**config.mk**
```make
export PLATFORM = sky130hd
export DESIGN_NAME = lfsr_stream_gen_flat
export DESIGN_NICKNAME = d
export VERILOG_FILES = /design/src/rtl/lfsr_stream_gen_if.sv /design/src/rtl/lfsr_stream_gen.sv /design/src/flat_wrapper.sv
export SDC_FILE = /design/constraint.sdc
export NUM_CORES = 1
export LEC_CHECK = 0
export ABC_CLOCK_PERIOD_IN_PS = 1300
export CORE_MARGIN = 4
export CORE_UTILIZATION = 46
export CTS_CLUSTER_SIZE = 10
export DETAILED_ROUTE_END_ITERATION = 10
export PLACE_DENSITY = 0.79
export SETUP_SLACK_MARGIN = 0.3
export SLEW_MARGIN = 20
export SYNTH_ARGS = -nofsm -noshare
export SYNTH_HDL_FRONTEND = slang
export SYNTH_SLANG_ARGS = --single-unit
```
**constraint.sdc**
```tcl
create_clock -name CLK -period 1.3 [get_ports CLK]
set_input_delay 0.26 -clock CLK [delete_from_list [all_inputs] [get_ports CLK]]
set_output_delay 0.26 -clock CLK [all_outputs]
set_load 0.005 [all_outputs]
```
**src/rtl/lfsr_stream_gen_if.sv**
```systemverilog
// Valid/ready stream carrying assembled LFSR words from the generator to its consumer.
interface lfsr_stream_gen_if #(
    parameter int OUT_WIDTH = 8
);
    logic [OUT_WIDTH-1:0] Rand_out;
    logic                 out_valid;
    logic                 out_ready;

    modport master (output Rand_out, output out_valid, input out_ready);
    modport slave  (input Rand_out, input out_valid, output out_ready);
endinterface

```
**src/rtl/lfsr_stream_gen.sv**
```systemverilog
// Parametrised Fibonacci-style LFSR whose shifted-out bits are packed LSB-first into
// OUT_WIDTH-bit words and offered on a stallable valid/ready stream.
module lfsr_stream_gen #(
    parameter int               WIDTH      = 16,
    parameter int               OUT_WIDTH  = 8,
    parameter logic [WIDTH-1:0] TAPS       = 16'h002D,
    parameter logic [WIDTH-1:0] RESET_SEED = 16'hACE1
) (
    input  logic             CLK,
    input  logic             RST,
    input  logic [WIDTH-1:0] Seed,
    input  logic             seed_load,
    input  logic             enable,
    output logic             lockup,
    lfsr_stream_gen_if.master strm
);
    localparam int             CW   = (OUT_WIDTH > 1) ? $clog2(OUT_WIDTH) : 1;
    localparam logic [CW-1:0]  LAST = CW'(OUT_WIDTH - 1);

    typedef enum logic [1:0] {IDLE, FILL, HOLD} fsm_t;

    fsm_t                 fsm_reg, fsm_next;
    logic [WIDTH-1:0]     state_reg;
    logic [CW-1:0]        cnt_reg;
    logic [OUT_WIDTH-1:0] word_reg;
    logic [OUT_WIDTH-1:0] word_next;
    logic [OUT_WIDTH-1:0] rand_reg;
    logic                 lockup_reg;
    logic                 fb;
    logic                 shift;
    logic                 last_bit;

    assign fb       = ^(state_reg & TAPS);
    assign last_bit = (cnt_reg == LAST);

    // The oldest emitted bit drifts down to the LSB as later bits enter at the top.
    generate
        if (OUT_WIDTH == 1) begin : g_word_single
            assign word_next = state_reg[0];
        end else begin : g_word_multi
            assign word_next = {state_reg[0], word_reg[OUT_WIDTH-1:1]};
        end
    endgenerate

    always_ff @(posedge CLK or negedge RST) begin
        if (!RST) begin
            fsm_reg <= IDLE;
        end else begin
            fsm_reg <= fsm_next;
        end
    end

    always_comb begin
        fsm_next = fsm_reg;
        shift    = 1'b0;
        case (fsm_reg)
            IDLE: begin
                if (enable) begin
                    fsm_next = FILL;
                end
            end
            FILL: begin
                if (enable) begin
                    shift = 1'b1;
                    if (last_bit) begin
                        fsm_next = HOLD;
                    end
                end
            end
            HOLD: begin
                if (strm.out_ready) begin
                    fsm_next = enable ? FILL : IDLE;
                end
            end
            default: fsm_next = IDLE;
        endcase
        // A seed load aborts whatever is in flight, including a transfer on the same edge.
        if (seed_load) begin
            fsm_next = IDLE;
            shift    = 1'b0;
        end
    end

    always_ff @(posedge CLK or negedge RST) begin
        if (!RST) begin
            state_reg  <= RESET_SEED;
            cnt_reg    <= '0;
            word_reg   <= '0;
            rand_reg   <= '0;
            lockup_reg <= 1'b0;
        end else if (seed_load) begin
            // All-zero is a fixed point of the LFSR, so a zero seed is replaced by 1.
            state_reg  <= (Seed == '0) ? WIDTH'(1) : Seed;
            cnt_reg    <= '0;
            word_reg   <= '0;
            lockup_reg <= (Seed == '0);
        end else if (shift) begin
            state_reg <= {fb, state_reg[WIDTH-1:1]};
            word_reg  <= word_next;
            if (last_bit) begin
                cnt_reg  <= '0;
                rand_reg <= word_next;
            end else begin
                cnt_reg <= cnt_reg + 1'b1;
            end
        end
    end

    assign strm.Rand_out  = rand_reg;
    assign strm.out_valid = (fsm_reg == HOLD);
    assign lockup         = lockup_reg;
endmodule

```
**src/flat_wrapper.sv**
```systemverilog
// flat-port wrapper written by rule: the top's interface ports become plain ports
module lfsr_stream_gen_flat 
#(
    parameter int               WIDTH      = 16,
    parameter int               OUT_WIDTH  = 8,
    parameter logic [WIDTH-1:0] TAPS       = 16'h002D,
    parameter logic [WIDTH-1:0] RESET_SEED = 16'hACE1
)
  (CLK, RST, Seed, seed_load, enable, lockup, strm_Rand_out, strm_out_valid, strm_out_ready);
  lfsr_stream_gen_if #(.OUT_WIDTH(OUT_WIDTH)) strm_i ();
  input  logic CLK;
  input  logic RST;
  input  logic [WIDTH-1:0] Seed;
  input  logic seed_load;
  input  logic enable;
  output logic lockup;
  output wire logic [$bits(strm_i.Rand_out)-1:0] strm_Rand_out;
  output wire logic [$bits(strm_i.out_valid)-1:0] strm_out_valid;
  input wire logic [$bits(strm_i.out_ready)-1:0] strm_out_ready;
  assign strm_Rand_out = strm_i.Rand_out;
  assign strm_out_valid = strm_i.out_valid;
  assign strm_i.out_ready = strm_out_ready;
  lfsr_stream_gen #(.WIDTH(WIDTH), .OUT_WIDTH(OUT_WIDTH), .TAPS(TAPS), .RESET_SEED(RESET_SEED)) u_core (.CLK(CLK), .RST(RST), .Seed(Seed), .seed_load(seed_load), .enable(enable), .lockup(lockup), .strm(strm_i));
endmodule
```
After elaboration in Yosys (flattened, before gate mapping)

Cells that the tools add are included.

Output and inout bits: 10
Bits in registers: 38
Logic and storage cells: 39

Bitwise logic cells: 1
Mux-type cells: 18
Reductions and logical operators: 6
Equality and inequality tests: 7
Add/sub/neg operators: 1

Operator list:

| operator              | count |
|---|---|
| $mux W16              | 3 |
| $logic_not A16 Y1     | 1 |
| $mux W8               | 2 |
| $reduce_xor A16 Y1    | 1 |
| $mux W2               | 5 |
| $mux W3               | 3 |
| $ne A3 B2 Y1 const B  | 2 |
| $ne A3 B3 Y1 const B  | 2 |
| $pmux W2 S3           | 1 |
| $mux W1               | 4 |
| $reduce_and A4 Y1     | 1 |
| $add A3 B1 Y3 const B | 1 |
| $eq A3 B3 Y1 const B  | 1 |
| $reduce_and A3 Y1     | 1 |
| $eq A2 B1 Y1 const B  | 1 |
| $eq A2 B2 Y1 const B  | 1 |
| $logic_not A2 Y1      | 1 |
| $reduce_bool A2 Y1    | 1 |
| $not A1 Y1            | 1 |

Logic depth before layout (Yosys ltp)

Gate-level depths: netlist (run 1).

Word-level depth: 5
Mapped depth: 5
Gate-level depth less buffers: 5

Least setup slack after synthesis (run 1)

Ideal clock, no wire load.

Path kind: register -> register
Start point: register u_core.cnt_reg[0]
End point: register u_core.rand_reg[0], in the netlist u_core.strm.Rand_out[0]
Arrival: 1.343 ns
Clock period less this slack: 1.468 ns
Setup slack: -0.168 ns
Cell stages (with the launch flop): 6
Cells stage by stage: dfrtp_1 ha_1 ha_1 nand4b_1 nor2_4 mux2_2

Word-level cells in the longest chain between the ends: 2

RTL lines:

| element                            | RTL line               | text |
|---|---|---|
| start, declared                    | lfsr_stream_gen.sv:24  | `logic [CW-1:0] cnt_reg;` |
| start signal, assigned             | lfsr_stream_gen.sv:104 | `cnt_reg <= cnt_reg + 1'b1;` |
| $eq A3 B3 Y1                       | lfsr_stream_gen.sv:34  | `assign last_bit = (cnt_reg == LAST);` |
| $reduce_and A3 Y1 (no source line) | n/a                    |  |
| end signal, assigned               | lfsr_stream_gen.sv:102 | `rand_reg <= word_next;` |
| end, declared                      | lfsr_stream_gen.sv:27  | `logic [OUT_WIDTH-1:0] rand_reg;` |

Every way passes these cells.
A chain may end at the register's enable or synchronous reset.

Final worst setup path (run 1)

Start point: register u_core.cnt_reg[0]
End point: register u_core.rand_reg[7], in the netlist u_core.strm.Rand_out[7]

Same word-level chain as after synthesis.

==> results of run 1 <==
==> cell usage in the layout (no fill, tap or decap), types with 2 or more instances in the layout <==
cell type        count
buf_4               30
dfrtp_1             28
nand2_1             19
nand2_4             12
buf_6               12
o21ai_1             11
mux2i_1             10
a21oi_2             10
buf_2               10
mux2_4               8
dfstp_2              8
clkbuf_8             6
dlygate4sd2_1        6
buf_12               6
nand2_2              5
clkdlybuf4s50_1      5
clkbuf_2             5
o21ai_2              3
xnor2_2              3
mux2i_4              2
or3_4                2
nor4_2               2
o211ai_1             2
nand3_2              2
nor2_4               2
clkbuf_1             2
buf_16               2
clkdlybuf4s15_1      2
==> what timing repair did <==
item	CTS	global route
hold endpoints to repair	0	0
gates resized for setup	90	74
setup endpoints to repair	47	47
buffers inserted	12	15
cloned	3	0
pin swaps	17	24
==> power by group through the flow <==
stage	clock network [mW]	logic, mW	registers, mW
final	0.838	0.548	1.30
after global routing	0.886	0.578	1.30
after CTS	0.825	0.439	1.28
after detailed placement	0	0.355	1.30
after global placement	0	0.342	1.29
after floorplan	0	0.179	1.29
==> worst max-delay path by stage <==
stage	endpoint	slack, ps	depth (start not counted)
finish	u_core.strm.Rand_out[7]	-380	6
global route	u_core.strm.Rand_out[7]	-420	6
CTS	u_core.strm.Rand_out[5]	-320	6
detailed placement	u_core.strm.Rand_out[5]	-410	4
global placement	u_core.strm.Rand_out[4]	-330	4
floorplan	u_core.strm.Rand_out[0]	-170	5
==> metal layers <==
metal | up-vias | routed length, µm
li1 | 714 | -
met2 | 74 | 3100
met5 | - | 0
met3 | 24 | 370
met4 | 0 | 310
met1 | 829 | 2620
==> layout make-up <==
| type | instances | area, µm² | area share (%) |
|---|---|---|---|
| Clock buffer | 8 | 90.1 | 3.07 |
| Tap cell | 46 | 57.6 | 1.96 |
| Inverter | 1 | 3.75 | 0.128 |
| Timing Repair Buffer | 81 | 772 | 26.3 |
| Sequential cell | 37 | 937 | 31.9 |
| Multi-Input combinational cell | 111 | 1080 | 36.7 |
==> kinds of logic after synthesis <==
| kind of cell | after synthesis |
|---|---|
| buf+inv | 10 |
| compound gates | 31 |
| mux | 21 |
| simple gates | 53 |
| fa+ha+maj | 2 |
| xor+xnor | 3 |
| flops | 37 |
==> worst max-delay path, stage by stage (launching register included) <==
cell	delay, ps
dfrtp_1	380
ha_2	220
ha_4	140
nand4b_1	110
buf_6	150
nor2_4	230
mux2_4	330
==> out/metrics.cfg, run 1 <==
[hold_path]
hold_end = u_core.state_reg[5]
hold_start = Seed[5]
min_delay_path_depth = 3
hold_path_class = input port to flop

[clock_tree]
clkSinkCount = 37
clkTransAtPathRegs_ps = 70
cts_buffers = 5
clkLatencyLatePin_ps = 290
cts_root_buf = clkbuf_8
hold_buffers = 0
cts_tree = built
clockBufferDepth = 2
htree_levels = 2

[flow_run]
maxCapViolations = 0

[synthesis]
synth_top_family_by_area = simple AND/OR/NAND/NOR gates
synth-async-reset-ratio_pct = 100
synth_top_area_cell = dfrtp_1
syn_area_per_cell_um2 = 10.9
synth_ff_type = dfrtp_1
synth-compound-area-share_pct = 10.6
yosysWarningCount = 0
synth_area_leaders = dfrtp_1, dfstp_2, nand2_1
yosys.cell_count.top_type = nand2_1
synth_edf_count = 0
synthSimpleGateAreaFrac_pct = 15.1
synth_common_cells = nand2_1, dfrtp_1, o21ai_0, mux2i_1, a21oi_1
yosys-mux-area-fraction_pct = 12.9
synth-adder-area-share_pct = 1.47
synth-seq-cells = 37
postSynthNetCount = 180
seq_area_frac_synth_pct = 54.9
synthXorXnorAreaFrac_pct = 1.54
synth_top_area_share_pct = 42.6
synth_cells = 157
syn_area_mm2 = 0.00171
yosysUniqueCellTypes = 34

[finish]
design_area_mm2 = 0.00294
n_fill_cell = 165
largest_reg_flops = 16
areaGrowthSynthToFinish_pct = 72.3
stdcell_count = 284
drive_gt1_share_pct = 60.1
antenna_cells = 0
nets = 260
post-route-util_pct = 84.7

[critical_path]
cp_data_arrival_time_ps = 1850
r2r-end = u_core.strm.Rand_out[7]
ff2ff_path_depth = 6
rr_startpoint = u_core.cnt_reg[0]
required_ps = 1470
crit_start = u_core.cnt_reg[0]
crit_type = flop to flop
rrSetupSlack_ps = -380
cp-start-kind = flop
cp_max_fo = 5
end_kind = flop

[route]
drc_errors = 0
via_per_inst = 5.78
num_vias = 1641
first_iter_violations = 152
wl_um = 6400
routedWlPerCell_um = 22.5
antenna_left = 0
dr.pass1.iters = 4

[grt]
grtUsageMet1_pct = 30.7
grt_pass1_wl_um = 8000
grt_pass1_vias = 1533
overflow = 0
grt_antenna_before_repair = 0
grt_max_degree = 38
grt.met3_usage_pct = 3.89
top_usage_layer = met2
gr-usage-all-layers_pct = 24.2
grtUsageMet2_pct = 39.5

[sta]
max-slew-margin-rel_pct = 80.8
setup_viol = 37
max_freq_ghz = 0.597
fin_hold_ws_ps = 242
post-route-min-period_ps = 1680
skew_ps = 8.57
layout_setup_ws_ps = -375
finalSetupTns_ps = -5690
finalHoldViolCount = 0
worst_pin_slew_ps = 285
finalCritPeriodShare_pct = 129
rsz0062_at_grt = yes
slew_violations = 0

[floorplanning]
rows = 21
initial_core_util_pct = 49.2
die_y_um = 68.9
design.die.area_mm2 = 0.00475
boundaryPins = 31
core_area_mm2 = 0.00347
dieWidth_um = 68.9

[pwr]
swShare_pct = 27.5
p_per_area_mw_per_mm2 = 914
finalPower_mw = 2.68
clkPwrFrac_pct = 31.2
pwr-share-comb_pct = 20.4
p_sw_uw = 737
p_seq_share_pct = 48.4
ir_drop_mv = 0.669
internal_power_mw = 1.95
power_leakage_nw = 1.46

[place]
dp_cells = 246
dp_hpwl_um = 2740
dp_slack_ps = -406
gp_congestion = 0.823
placed_area_mm2 = 0.00225
io_buffers = 30

[outcome]
failed_checks = setup timing
outcome = complete, but fails checks

Power figures use the tool's default switching activity.
==> inputs of run 2 (changes only) <==
Settings changed: GPL_ROUTABILITY_DRIVEN from default to 0, SLEW_MARGIN 20 to 25.
==> results of run 2 <==
Same layout as run 1: the final DEF is identical, and so are final timing and power.
==> inputs of run 3 (changes only) <==
Settings changed: ABC_CLOCK_PERIOD_IN_PS 1300 to default.
==> results of run 3 <==
Same layout as run 1: the final DEF is identical, and so are final timing and power.
